<file path="config.mk">
export PLATFORM = sky130hd
export DESIGN_NAME = vote_reduce_unit
export DESIGN_NICKNAME = d
export VERILOG_FILES = /design/src/rtl/pkg_opengpu.sv /design/src/rtl/vote_chunk_reduce.sv /design/src/rtl/vote_reduce_unit.sv
export SDC_FILE = /design/constraint.sdc
export NUM_CORES = 1
export LEC_CHECK = 0
export BUFFER_PORTS_ARGS = -buffer_cell sky130_fd_sc_hd__buf_2
export CAP_MARGIN = 25
export CORE_ASPECT_RATIO = 0.9
export CORE_MARGIN = 8
export CORE_UTILIZATION = 45
export CTS_CLUSTER_DIAMETER = 200
export DETAILED_ROUTE_END_ITERATION = 10
export MAX_ROUTING_LAYER = met4
export PLACE_DENSITY = 0.7
export SYNTH_ARGS = -nofsm -noshare
export SYNTH_HDL_FRONTEND = slang
export SYNTH_HIERARCHICAL = 1
export SYNTH_SLANG_ARGS = --single-unit
</file>
<file path="constraint.sdc">
create_clock -name clk -period 3.3 [get_ports clk]
set_input_delay 0.66 -clock clk [delete_from_list [all_inputs] [get_ports clk]]
set_output_delay 0.66 -clock clk [all_outputs]
set_load 0.02 [all_outputs]
</file>
<file path="src/rtl/pkg_opengpu.sv">
// Shared GPU definitions: warp geometry and the vote operation encoding.
package pkg_opengpu;

  localparam int WARP_SIZE  = 32;
  localparam int DATA_WIDTH = 32;

  // 3-bit encoding so that unsupported opcodes can exist and be flagged as illegal.
  typedef enum logic [2:0] {
    VOTE_ALL  = 3'd0,
    VOTE_ANY  = 3'd1,
    VOTE_BAL  = 3'd2,
    VOTE_POPC = 3'd3
  } vote_op_t;

  typedef enum logic [1:0] {
    IDLE  = 2'd0,
    ACCUM = 2'd1,
    DONE  = 2'd2
  } vote_state_t;

endpackage

</file>
<file path="src/rtl/vote_chunk_reduce.sv">
// Combinational any/all/active (and, with VOTE_POPC_EN, popcount) reduction of one lane chunk.
module vote_chunk_reduce #(
  parameter int CHUNK_W = 8
) (
  input  logic [CHUNK_W-1:0]        pred,
  input  logic [CHUNK_W-1:0]        mask,
  output logic                      any_hit,
  output logic                      all_hit,
`ifdef VOTE_POPC_EN
  output logic [$clog2(CHUNK_W):0]  popc,
`endif
  output logic                      act_hit
);

  assign any_hit = |(pred & mask);
  assign all_hit = &(pred | ~mask);  // inactive lanes never veto ALL
  assign act_hit = |mask;

`ifdef VOTE_POPC_EN
  localparam int CPW = $clog2(CHUNK_W) + 1;

  always_comb begin
    // NOTE: combinational logic uses blocking '=' and assigns a default first, so no latch is inferred.
    popc = '0;
    for (int i = 0; i < CHUNK_W; i++) begin
      popc = popc + CPW'(pred[i] & mask[i]);
    end
  end
`endif

endmodule

</file>
<file path="src/rtl/vote_reduce_unit.sv">
// Warp vote unit: reduces a registered predicate/mask one chunk per cycle, then holds the result.
// Optional popcount support is enabled by defining VOTE_POPC_EN.
module vote_reduce_unit
  import pkg_opengpu::*;
#(
  parameter int WARP_W  = WARP_SIZE,
  parameter int CHUNK_W = 8,
  parameter int WID_W   = 4
) (
  input  logic                  clk,
  input  logic                  rst_n,
  input  logic                  in_valid,
  output logic                  in_ready,
  input  logic [WARP_W-1:0]     in_pred,
  input  logic [WARP_W-1:0]     in_mask,
  input  vote_op_t              in_op,
  input  logic [WID_W-1:0]      in_wid,
  output logic                  out_valid,
  input  logic                  out_ready,
  output logic [DATA_WIDTH-1:0] out_result,
  output logic [WID_W-1:0]      out_wid,
  output logic                  out_illegal
);

  localparam int N     = WARP_W / CHUNK_W;
  localparam int CNT_W = (N > 1) ? $clog2(N) : 1;

  vote_state_t      state;
  logic [WARP_W-1:0] pred_r;
  logic [WARP_W-1:0] mask_r;
  vote_op_t          op_r;
  logic [WID_W-1:0]  wid_r;
  logic [CNT_W-1:0]  cnt;
  logic              any_acc, all_acc, act_acc;
  logic              c_any, c_all, c_act;

`ifdef VOTE_POPC_EN
  localparam int PW = $clog2(WARP_W) + 1;
  logic [PW-1:0]             popc_acc;
  logic [$clog2(CHUNK_W):0]  c_popc;
`endif

  // The active chunk is always the low slice; pred_r/mask_r rotate back to their original value after N steps.
  vote_chunk_reduce #(.CHUNK_W(CHUNK_W)) u_chunk (
    .pred    (pred_r[CHUNK_W-1:0]),
    .mask    (mask_r[CHUNK_W-1:0]),
    .any_hit (c_any),
    .all_hit (c_all),
`ifdef VOTE_POPC_EN
    .popc    (c_popc),
`endif
    .act_hit (c_act)
  );

  assign in_ready = (state == IDLE);

  // NOTE: sequential state uses non-blocking '<=' so every register samples pre-edge values.
  always_ff @(posedge clk) begin
    if (!rst_n) begin
      state       <= IDLE;
      pred_r      <= '0;
      mask_r      <= '0;
      op_r        <= VOTE_ALL;
      wid_r       <= '0;
      cnt         <= '0;
      any_acc     <= 1'b0;
      all_acc     <= 1'b0;
      act_acc     <= 1'b0;
`ifdef VOTE_POPC_EN
      popc_acc    <= '0;
`endif
      out_valid   <= 1'b0;
      out_result  <= '0;
      out_wid     <= '0;
      out_illegal <= 1'b0;
    end else begin
      case (state)
        IDLE: begin
          if (in_valid) begin
            pred_r  <= in_pred & in_mask;
            mask_r  <= in_mask;
            op_r    <= in_op;
            wid_r   <= in_wid;
            cnt     <= '0;
            any_acc <= 1'b0;
            all_acc <= 1'b1;  // AND identity; an empty mask is caught by act_acc
            act_acc <= 1'b0;
`ifdef VOTE_POPC_EN
            popc_acc <= '0;
`endif
            state   <= ACCUM;
          end
        end
        ACCUM: begin
          any_acc <= any_acc | c_any;
          all_acc <= all_acc & c_all;
          act_acc <= act_acc | c_act;
`ifdef VOTE_POPC_EN
          popc_acc <= popc_acc + PW'(c_popc);
`endif
          pred_r  <= (pred_r >> CHUNK_W) | (pred_r << (WARP_W - CHUNK_W));
          mask_r  <= (mask_r >> CHUNK_W) | (mask_r << (WARP_W - CHUNK_W));
          cnt     <= cnt + CNT_W'(1);
          if (cnt == CNT_W'(N - 1)) begin
            cnt   <= '0;
            state <= DONE;
          end
        end
        DONE: begin
          // First DONE cycle formats the result; afterwards it is held until the consumer takes it.
          if (!out_valid) begin
            out_valid   <= 1'b1;
            out_wid     <= wid_r;
            out_illegal <= 1'b0;
            case (op_r)
              VOTE_ALL: out_result <= DATA_WIDTH'(all_acc & act_acc);
              VOTE_ANY: out_result <= DATA_WIDTH'(any_acc);
              VOTE_BAL: out_result <= DATA_WIDTH'(pred_r);
`ifdef VOTE_POPC_EN
              VOTE_POPC: out_result <= DATA_WIDTH'(popc_acc);
`endif
              default: begin
                out_result  <= '0;
                out_illegal <= 1'b1;
              end
            endcase
          end else if (out_ready) begin
            out_valid <= 1'b0;
            state     <= IDLE;
          end
        end
        default: state <= IDLE;
      endcase
    end
  end

endmodule

</file>
==> run summary, run 1 <==
In this run, the combinational gates consume 9.3% of the power. The capturing element type of the critical path was an output port. The final number of hold-violating endpoints was 0. Max-cap violations in this run came to 0. For the combined global-route utilization of all metal layers, the log shows 23.1%. The adder-cell area share of the yosys netlist came out at 0.238%. The post-route netlist has 26.5% of its cells at a drive strength greater than 1. In this run, synthesis produced a sequential element count of 116. The share of total power consumed by net switching was 25.7%. Summed over all failing endpoints, the final setup total negative slack is 0 ns. The worst setup path category was flip-flop to output port. The routed design has 17400 um of wire. Buffers added to address setup during post-CTS repair amount to 0.

The post-synthesis instance area is 5270 um2. The core box area was 11400 um2; the arrival time of data at the critical path endpoint was 1.84 ns. The cell depth of the worst min-delay path was 2; the total number of vias was 5328.

Largest family of logic cells by synthesized area: compound AO/OA/AOI/OAI gates. The number of remaining DRC errors was 0. The CTS clock-pin slew for the worst setup and hold paths was 0.06 ns.

Of all nets on the critical path, the largest fanout is 29. The number of antenna violations at the first check in global routing came out at 0. The flow ran to the end, and the final reports show no timing, DRC or antenna violations. The initialized floorplan defines 37 standard-cell rows. The sequential cell fraction of total power came out at 41.2%.

The final number of max-transition violations was 0. Primary flip-flop cell chosen by synthesis mapping: dfxtp_1. The logs give 5.03% for the met3 layer usage reported by global route and 116 for the clock sink count. The register area share after synthesis was 44.1%. The run gives 0.41 ns as the clock insertion delay at the later pin of the skew report.

Measured in cells, the most critical reg-to-reg path has a length of 4. Of the post-synthesis cell area, the part taken by muxes is 0%. Counting the fill cells in the layout gives 1074. The cell count after placement came out at 852. Detailed placement ended at an HPWL of 12000 um. The number of hold buffers added after cts was 0; the layout overhead on the synthesized area was 22.1%. The width of the chip works out to 130 um.

After layout, the worst path uses 75.7% of the clock period. Global routing finished with a remaining overflow of 0. For this block, the initial DRC count from the detailed router was 586. The critical path launch point type is a flip-flop. The tools report the cell at the root of the clock tree as clkbuf_16. Based on the critical path, the design can be clocked at up to 0.400 GHz.

The number of enable flip-flop cells after synthesis is 0, and the post-synthesis instance total is 630. Data on the critical path is required at its endpoint by 2.64 ns. The clock period minus final worst setup slack is 2.50 ns, and the total I/O pin count is 114. The number of antenna diodes in the final layout is 0. In this run the worst hold path is classified as flip-flop to flip-flop.

Headroom to the max-slew limit came out at 32.4%. Setup repair after global routing left no endpoint under its margin. Leaving out filler cells and counting taps, the final layout contains 883. The share of synthesized flip-flops with an asynchronous set or reset was 0%; the static power due to leakage was 0.00244 uW. For flop-to-flop paths, the worst setup slack is 1.19 ns. In this run the power spent charging and discharging nets is 971 uW. The clock network accounts for 49.5% of the total power.

After detailed routing, the average wire length per cell comes to 19.7 um. The simple-gate area share of the yosys netlist is 22.1%, and the via count of the first global-routing pass is 5191. The chip height is 119 um. The floorplan step defined a die boundary enclosing 15400 um2.

The net count of the finished layout is 791. Entering global routing, the biggest net connects 61 pins. The remaining number of nets flagged by the antenna check after routing was 0; the post-synthesis average cell area was 8.36 um2.

The netlist uses 35 different library cells. In this run the power density over the cells is 588 nW/um2. Before antenna repair, the detailed router went through 5 iterations. For the count of instances resized after the clock tree is built, the log shows 0. VDD sags by at most 0.334 mV. In this run, CTS created clock tree buffers numbering 17. The tools report the met1 track demand over resource in global routing as 30.0%. Dividing the detail-routed via count by the number of cells gives 6.03. The maximum level of the CTS H-tree was 4. The congestion estimate from routability-driven global placement came to 0.933. Global routing used 34.4% of the available met2 tracks. The logs give 0 for the final setup violation count and 3780 uW for the total power. For the net count of the mapped netlist, the log shows 706. Summing the areas of all xor and xnor instances in the mapped netlist gives 0% of the synthesized area.

Once the floorplan was initialized, standard cells occupied 46.1% of the core. The tools report the maximum number of buffers from clock root to sink as 2. The slew at the pin closest to its max-slew limit is 1.01 ns, and the number of port buffers is 113. The synthesized netlist devotes 26.7% of its cell area to compound gates. For the area used by multi-input combinational logic, the log shows 2580 um2.

The internal portion of the total power is 2810 uW. The busiest metal layer after global routing is met2. TritonCTS built the clock tree. The logs give 2320 um2 for the combined flip-flop and latch cell area and 27300 um for the wire length of the first global-routing pass. The worst clock skew is 0.00991 ns, and the total number of yosys warnings is 6.
state kept, by name (all words and copies together) (netlist names):
register	flops
op_r	3
out_result	32
pred_r	32
out_valid	1
out_illegal	1
all_acc	1
out_wid	4
mask_r	32
state	2
any_acc	1
act_acc	1
cnt	2
wid_r	4
through the flow:
stage / cell area [um2] / worst slack (ns) / utilization, % / hold WS [ns]
3_5_place_dp: 5830 / 1.27 / 51.0 / 0.440
2_1_floorplan: 5270 / 1.61 / - / 0.432
6_report: 6430 / 0.803 / 56.3 / 0.445
3_3_place_gp: 5800 / 1.26 / 50.7 / 0.437
5_1_grt: 6430 / 0.741 / 56.3 / 0.465
4_1_cts: 6430 / 0.844 / 56.3 / 0.448
per-layer routing:
layer	vias up	wire length (um)
li1	2475	-
met1	2548	7410
met2	279	7940
met3	26	1700
met4	0	348
met5	-	0
power groups by stage:
stage	registers, uW	logic, uW	clock network [uW]
after CTS	1550	345	1890
after global placement	1580	331	0
final	1560	350	1870
after detailed placement	1580	341	0
after floorplan	1550	240	0
after global routing	1560	383	1960
Yosys cell counts (2+ instances only):
master	instances	share of area [%]
a21o_1	17	2.4
buf_1	4	0.29
buf_2	21	2.0
nor2b_1	5	0.59
buf_6	8	1.7
a32oi_1	15	2.5
inv_1	10	0.71
nand3_1	32	3.0
clkbuf_1	26	1.9
or3b_1	7	1.2
o221ai_1	32	5.3
a22oi_1	6	0.86
o22ai_1	5	0.59
dfxtp_1	116	44
nor4_1	2	0.24
nor2_1	5	0.36
nand2_1	108	7.7
a21oi_1	114	11
nand4b_1	17	2.8
o21ai_0	37	3.5
or3b_2	26	4.3
buf_4	2	0.29
nor3b_2	2	0.48
nand2b_1	2	0.24
final cells by class:
cell class                 instances  area share [%]
clock buffer                      17            6.61
sequential                       116            36.1
tap                              156            3.03
clock inverter                    14            2.76
inverter                          11           0.642
multi-input combinational        442            40.1
timing repair buffer             127            10.7
cell families after synthesis:
| group | Yosys count |
|---|---|
| flip-flops | 116 |
| AO/OA/AOI/OAI | 229 |
| adder cells (fa/ha/maj) | 1 |
| AND/OR/NAND/NOR | 212 |
| buffers and inverters | 72 |
path summary, 6_finish.rpt:
path                                      from             end
worst max-delay path                  state[0]        in_ready
worst min-delay path            out_result[19]  out_result[19]
worst max register to register        state[1]      mask_r[26]
worst min register to register  out_result[19]  out_result[19]
critical path, cell delays in order, from the launching register on:
cell,delay [ns]
dfxtp_1,0.77
buf_4,0.40
nor2_1,0.08
buf_2,0.17
cells in the final DEF (no fill, tap or decap), drive strengths merged, types with 4 or more instances in the layout:
cell type,synthesis,layout
a21oi,114,114
clkbuf,26,17
inv,11,15
o21ai,37,37
nor2b,5,5
clkinvlp,0,4
nand4b,17,17
a22oi,6,6
o22ai,5,5
a21o,17,17
o221ai,32,32
or3b,33,33
buf,35,127
nand3,32,32
nand2,108,108
dfxtp,116,116
a32oi,15,15
nor2,5,5
Power figures use the tool's default switching activity.
==> run 2: changes to the inputs <==
- PLACE_DENSITY: 0.7 -> 0.73
- clock period: 3.3 -> 2 ns (I/O delays scaled with it)
==> run summary, run 2 (synthesis gave the netlist of run 1 again) <==
The logs give 4840 uW (+72%) for the internal power component and 37 (unchanged) for the cell row count. The run finished with clean final reports. For the routability congestion estimate, the log shows 0.862 (-7.6%).

In the final layout, the registers with the most flip-flops are mask_r x32, out_result x32, pred_r x32. Arrival time of data at the critical path endpoint: 1.46 ns (-0.38 ns). The part of the total power dissipated in the clock network is 50.2% (+0.7 points), and the number of buffers inserted during clock tree synthesis is 17 (unchanged). The total number of vias came out at 5248 (-1.5%). The number of antenna violations at the first check in global routing came out at 0 (unchanged). Most common library cell in the layout ignoring fill and taps: dfxtp_1.

The required time of the critical path was 1.60 ns (-1.04 ns). The core box area was 11400 um2 (unchanged). The run gives 0.228 ns (-0.217 ns) as the worst hold margin.

Maximum number of buffers from clock root to sink: 2 (unchanged). The worst path in the final design needs a cycle of 1.86 ns, including I/O delays and setup. Static timing analysis puts the maximum clock frequency at 0.537 GHz. The initial DRC count is 573 (-2.2%).

The tools report the number of hold buffers added after cts as 0 (unchanged). The cell at the root of the clock tree was clkbuf_16. The design area is 6560 um2 (+2.0%), and the worst slew slack as a fraction of its limit is 58.7% (+26 points). The CTS clock-pin slew for the worst setup and hold paths was 0.05 ns (about the same). The initial core utilization is 46.1% (unchanged), and the number of detailed-routing iterations run before antenna repair is 5 (unchanged). The type of the tightest min-delay check is input port to flip-flop. The clock sink count was 116 (unchanged). The logs give 0 (unchanged) for the final setup violation count and 0 (unchanged) for the antenna diode count. Critical path launch point type: a flip-flop.

For the placed wire-length estimate, the log shows 12100 um (+0.35%). The number of vias per cell was 5.88 (-2.6%). The combined global-route utilization of all metal layers is 23.0% (-0.14 points). The width of the chip was 130 um (unchanged); the maximum vdd ir drop was 0.647 mV (+94%).

The tools report the static power due to leakage as 0.00252 uW (+3.0%). The worst clock skew was 0.00712 ns (-0.00279 ns). The maximum fanout count along the critical path is 22 (-24%), and the number of port buffers is 113 (unchanged). The logs give 861 (+1.1%) for the cell count after placement and 0 (unchanged) for the number of remaining DRC errors. The post-route fraction of the period consumed by the critical path was 93.1%; the power density over cell area was 970 nW/um2 (+65%). Capturing element type of the critical path: an output port. The final number of hold-violating endpoints is 0 (unchanged), and the remaining number of nets flagged by the antenna check after routing is 0 (unchanged). The tools report the setup fix buffers added after clock tree synthesis as 0 (unchanged). For the wire length of the first global-routing pass, the log shows 27000 um (-1.1%). Worst setup path category: flip-flop to output port. The die footprint is 15400 um2 (unchanged), and the via count of the first global-routing pass is 5148 (-0.83%). The top cell types in the final layout, fill and taps aside, are dfxtp_1, a21oi_1, buf_2. Share of total power consumed by net switching: 23.9% (-1.8 points).

The overflow left after global routing is 0 (unchanged), and the final number of max-transition violations is 0 (unchanged). The tools report the sequential cell fraction of total power as 40.3% (-0.9 points). TritonCTS built the clock tree.

The maximum level of the CTS H-tree was 4 (unchanged). Setup repair after global routing left no endpoint under its margin. The placement-stage cell area was 5930 um2 (+1.7%); the chip height was 119 um (unchanged). The combinational power share is 9.5% (+0.2 points), and the count of placed standard cells in the final layout, fillers left out is 893 (+1.1%). The tools report the reported max-cap violation count as 0 (unchanged). The per-cell routed wire length was 19.1 um (-3.0%).

The clock insertion delay at the later pin of the skew report is 0.42 ns (about the same), and the slew at the pin closest to its max-slew limit is 0.619 ns (-0.393 ns). Wire length reported by the detailed router: 17100 um (-1.9%). The number of nets at the end of the flow was 800 (+1.1%). The count of instances resized after the clock tree is built is 0 (unchanged). The proportion of layout cells with a drive suffix above 1 was 27.4% (+0.86 points). The logs give 60 (-1.6%) for the maximum number of pins on one net before global-route repair and 0 ns (unchanged) for the total negative slack. The run gives 114 (unchanged) as the total I/O pin count. The net switching component of the power is 1520 uW (+57%), and the layout overhead on the synthesized area is 24.5%.
[run 2: metal layers]
layer  vias up  global-route usage (%)  routed length, um
met4         0                    9.43                426
met5         -                       -                  0
met2       252                    34.1               7670
met3        36                    5.35               1340
met1      2468                    29.3               7640
li1       2492                       -                  -
[run 2: power by group through the flow]
| stage | logic (uW) | registers [uW] | clock network [uW] |
|---|---|---|---|
| 2_1_floorplan | 396 | 2550 | 0 |
| 3_3_place_gp | 573 | 2600 | 0 |
| 3_5_place_dp | 591 | 2610 | 0 |
| 4_1_cts | 598 | 2560 | 3220 |
| 5_1_grt | 664 | 2580 | 3320 |
| 6_report | 605 | 2570 | 3190 |
[run 2: final timing paths]
check	end	cells past startpoint	startpoint	slack (ns)
worst min-delay path	wid_r[0]	3	in_wid[0]	0.23
worst min register to register	out_result[5]	2	out_result[5]	0.45
worst max-delay path	in_ready	3	state[0]	0.14
worst max register to register	mask_r[27]	5	state[1]	0.34
[run 2: worst max-delay path, cell delays in order, from the launching register on]
cell     delay [ns]
dfxtp_1        0.51
buf_4          0.30
nor2_1         0.07
buf_2          0.16
[run 2: final cells by class]
type / instances / area, um2
Inverter: 11 / 41.3
Clock inverter: 8 / 120
Sequential cell: 116 / 2320
Fill cell: 1053 / 4880
Clock buffer: 24 / 512
Multi-Input combinational cell: 442 / 2580
Timing Repair Buffer: 136 / 788
Tap cell: 156 / 195
[run 2: per-stage QoR]
step           worst slack [ns]  util [%]  total power, uW
3_3_place_gp              0.225      51.8             3170
6_report                  0.138      57.4             6360
5_1_grt                  0.0596      57.4             6560
2_1_floorplan             0.570         -             2950
4_1_cts                   0.145      57.4             6380
3_5_place_dp              0.182      51.8             3200
==> run 3: changes to the inputs <==
- CTS_BUF_LIST: not set -> sky130_fd_sc_hd__clkbuf_4 sky130_fd_sc_hd__clkbuf_8
==> run summary, run 3 (synthesis gave the netlist of run 1 again) <==
The run finished with clean final reports. Slew at the pin closest to its max-slew limit: 0.611 ns (-0.00870 ns). The layout overhead on the synthesized area was 21.0%. The setup path with the least slack is of type flip-flop to output port. The proportion of layout cells with a drive suffix above 1 is 27.5% (+0.14 points). The maximum fanout count along the critical path is 22 (unchanged), and the initial core utilization is 46.1% (unchanged). For the final number of max-transition violations, the log shows 0 (unchanged). The overflow left after global routing was 0 (unchanged).

The logs give 116 (unchanged) for the clock sink count and 5058 (-1.7%) for the via count of the first global-routing pass. The filler cell count was 1084 (+2.9%). The wire length of the first global-routing pass came out at 26600 um (-1.5%). The run gives 602 (+5.1%) as the initial DRC count. The CTS clock-pin slew for the worst setup and hold paths is 0.07 ns (+0.02 ns), and the routability congestion estimate is 0.862 (unchanged).

The tools report the maximum vdd ir drop as 0.651 mV (+0.63%). The tools report the maximum level of the CTS H-tree as 4 (unchanged). The required time of the critical path was 1.60 ns (about the same); the clock period minus final worst setup slack was 1.89 ns (+0.0264 ns).

The total number of vias is 5192 (-1.1%), and the chip height is 119 um (unchanged). The final number of hold-violating endpoints was 0 (unchanged). Total negative slack: 0 ns (unchanged). The tools report the critical path launch point type as a flip-flop.

For the number of remaining DRC errors, the log shows 0 (unchanged). Width of the chip: 130 um (unchanged). The tools report the setup fix buffers added after clock tree synthesis as 0 (unchanged).

The tree is rooted in a clkbuf_8. The number of vias per cell was 5.81 (-1.1%). The number of hold buffers added after cts is 0 (unchanged), and the antenna diode count is 0 (unchanged). The arrival time of data at the critical path endpoint was 1.49 ns (+0.03 ns); the final setup violation count was 0 (unchanged).

In the layout the commonest cells are dfxtp_1, a21oi_1, buf_2. The post-route fraction of the period consumed by the critical path is 94.4% (+1.3 points). Setup repair after global routing left no endpoint under its margin. The core box area is 11400 um2 (unchanged). Combined flip-flop and latch cell area: 2320 um2 (unchanged). TritonCTS built the clock tree. The tools report the clock insertion delay at the later pin of the skew report as 0.45 ns (+0.03 ns). In the final layout, the registers with the most flip-flops are mask_r x32, out_result x32, pred_r x32. The power density over cell area was 870 nW/um2 (-10%).

For this design, the slowest cell found on the critical path is dfxtp_1. The die footprint is 15400 um2 (unchanged), and the number of antenna violations at the first check in global routing is 0 (unchanged). For the share of the core filled with cells in the final layout, the log shows 55.7% (-1.6 points). The maximum number of pins on one net before global-route repair came out at 60 (unchanged).

Traced cell by cell, the critical path runs through buf_4 -> nor2_1 -> buf_2. The worst slew slack as a fraction of its limit was 59.2% (+0.58 points); the biggest cell delay along the critical path was 0.51 ns (about the same). The static power due to leakage came out at 0.00243 uW (-3.3%).

The wire length reported by the detailed router was 16800 um (-1.8%). The number of port buffers was 113 (unchanged); the timing-limited maximum frequency was 0.529 GHz (-1.4%). The logs give 17 (unchanged) for the number of buffers inserted during clock tree synthesis and 0 (unchanged) for the reported max-cap violation count.

The maximum number of buffers from clock root to sink was 2 (unchanged). The type of the tightest min-delay check is input port to flip-flop. For the cell row count, the log shows 37 (unchanged). For the number of detailed-routing iterations run before antenna repair, the log shows 5 (unchanged).

Leaving out fill and tap cells, the most frequent cell in the layout is dfxtp_1. The remaining number of nets flagged by the antenna check after routing is 0 (unchanged). Per-cell routed wire length: 18.8 um (-1.8%). The combined global-route utilization of all metal layers is 22.7% (-0.26 points), and the count of instances resized after the clock tree is built is 0 (unchanged).

The run gives 0.00827 ns (+0.00115 ns) as the worst clock skew. For the placed wire-length estimate, the log shows 12100 um (unchanged). The logs give 2580 um2 (unchanged) for the area used by multi-input combinational logic and 800 (unchanged) for the number of nets at the end of the flow. The tools report the capturing element type of the critical path as an output port.

The run gives 114 (unchanged) as the total I/O pin count.
## run 3: layer usage
layer  track usage, %  part of all wire [%]  vias up
li1                 -                     -     2486
met1             29.5                    44     2439
met2             33.4                    45      243
met3             6.11                   8.9       24
met4             7.18                   1.9        0
met5                -                     0        -
## run 3: critical path: cells and delay by family, from the launching register on
kind / cells / cell delay, ns
buffers and inverters: 2 / 0.46
AND/OR/NAND/NOR: 1 / 0.07
flip-flops: 1 / 0.51
## run 3: worst paths after layout
kind	from	to	slack (ns)	depth (start not counted)
min reg2reg	out_result[5]	out_result[5]	0.45	2
max reg2reg	state[1]	mask_r[27]	0.34	5
min	in_wid[2]	wid_r[2]	0.20	3
max	state[0]	in_ready	0.11	3
## run 3: report_power, final
| group | total, uW | internal, uW | switching [uW] |
|---|---|---|---|
| clock network | 2380 | 1440 | 939 |
| registers | 2560 | 2430 | 134 |
| logic | 602 | 263 | 339 |
## run 3: cell type report
class / count / area share [%]
Clock buffer: 24 / 5.09
Tap cell: 156 / 3.06
Inverter: 11 / 0.648
Sequential cell: 116 / 36.4
Timing Repair Buffer: 136 / 12.4
Multi-Input combinational cell: 442 / 40.5
Clock inverter: 8 / 1.89
## run 3: metrics by stage
stage | std cells | total power [uW] | hold slack, ns | cell area [um2] | setup WS (ns)
2_1_floorplan | 630 | 2950 | 0.432 | 5270 | 0.570
3_3_place_gp | 861 | 3170 | 0.439 | 5930 | 0.225
3_5_place_dp | 861 | 3200 | 0.442 | 5930 | 0.182
4_1_cts | 893 | 5550 | 0.179 | 6370 | 0.104
5_1_grt | 893 | 5740 | 0.182 | 6370 | 0.00601
6_report | 893 | 5540 | 0.198 | 6370 | 0.111
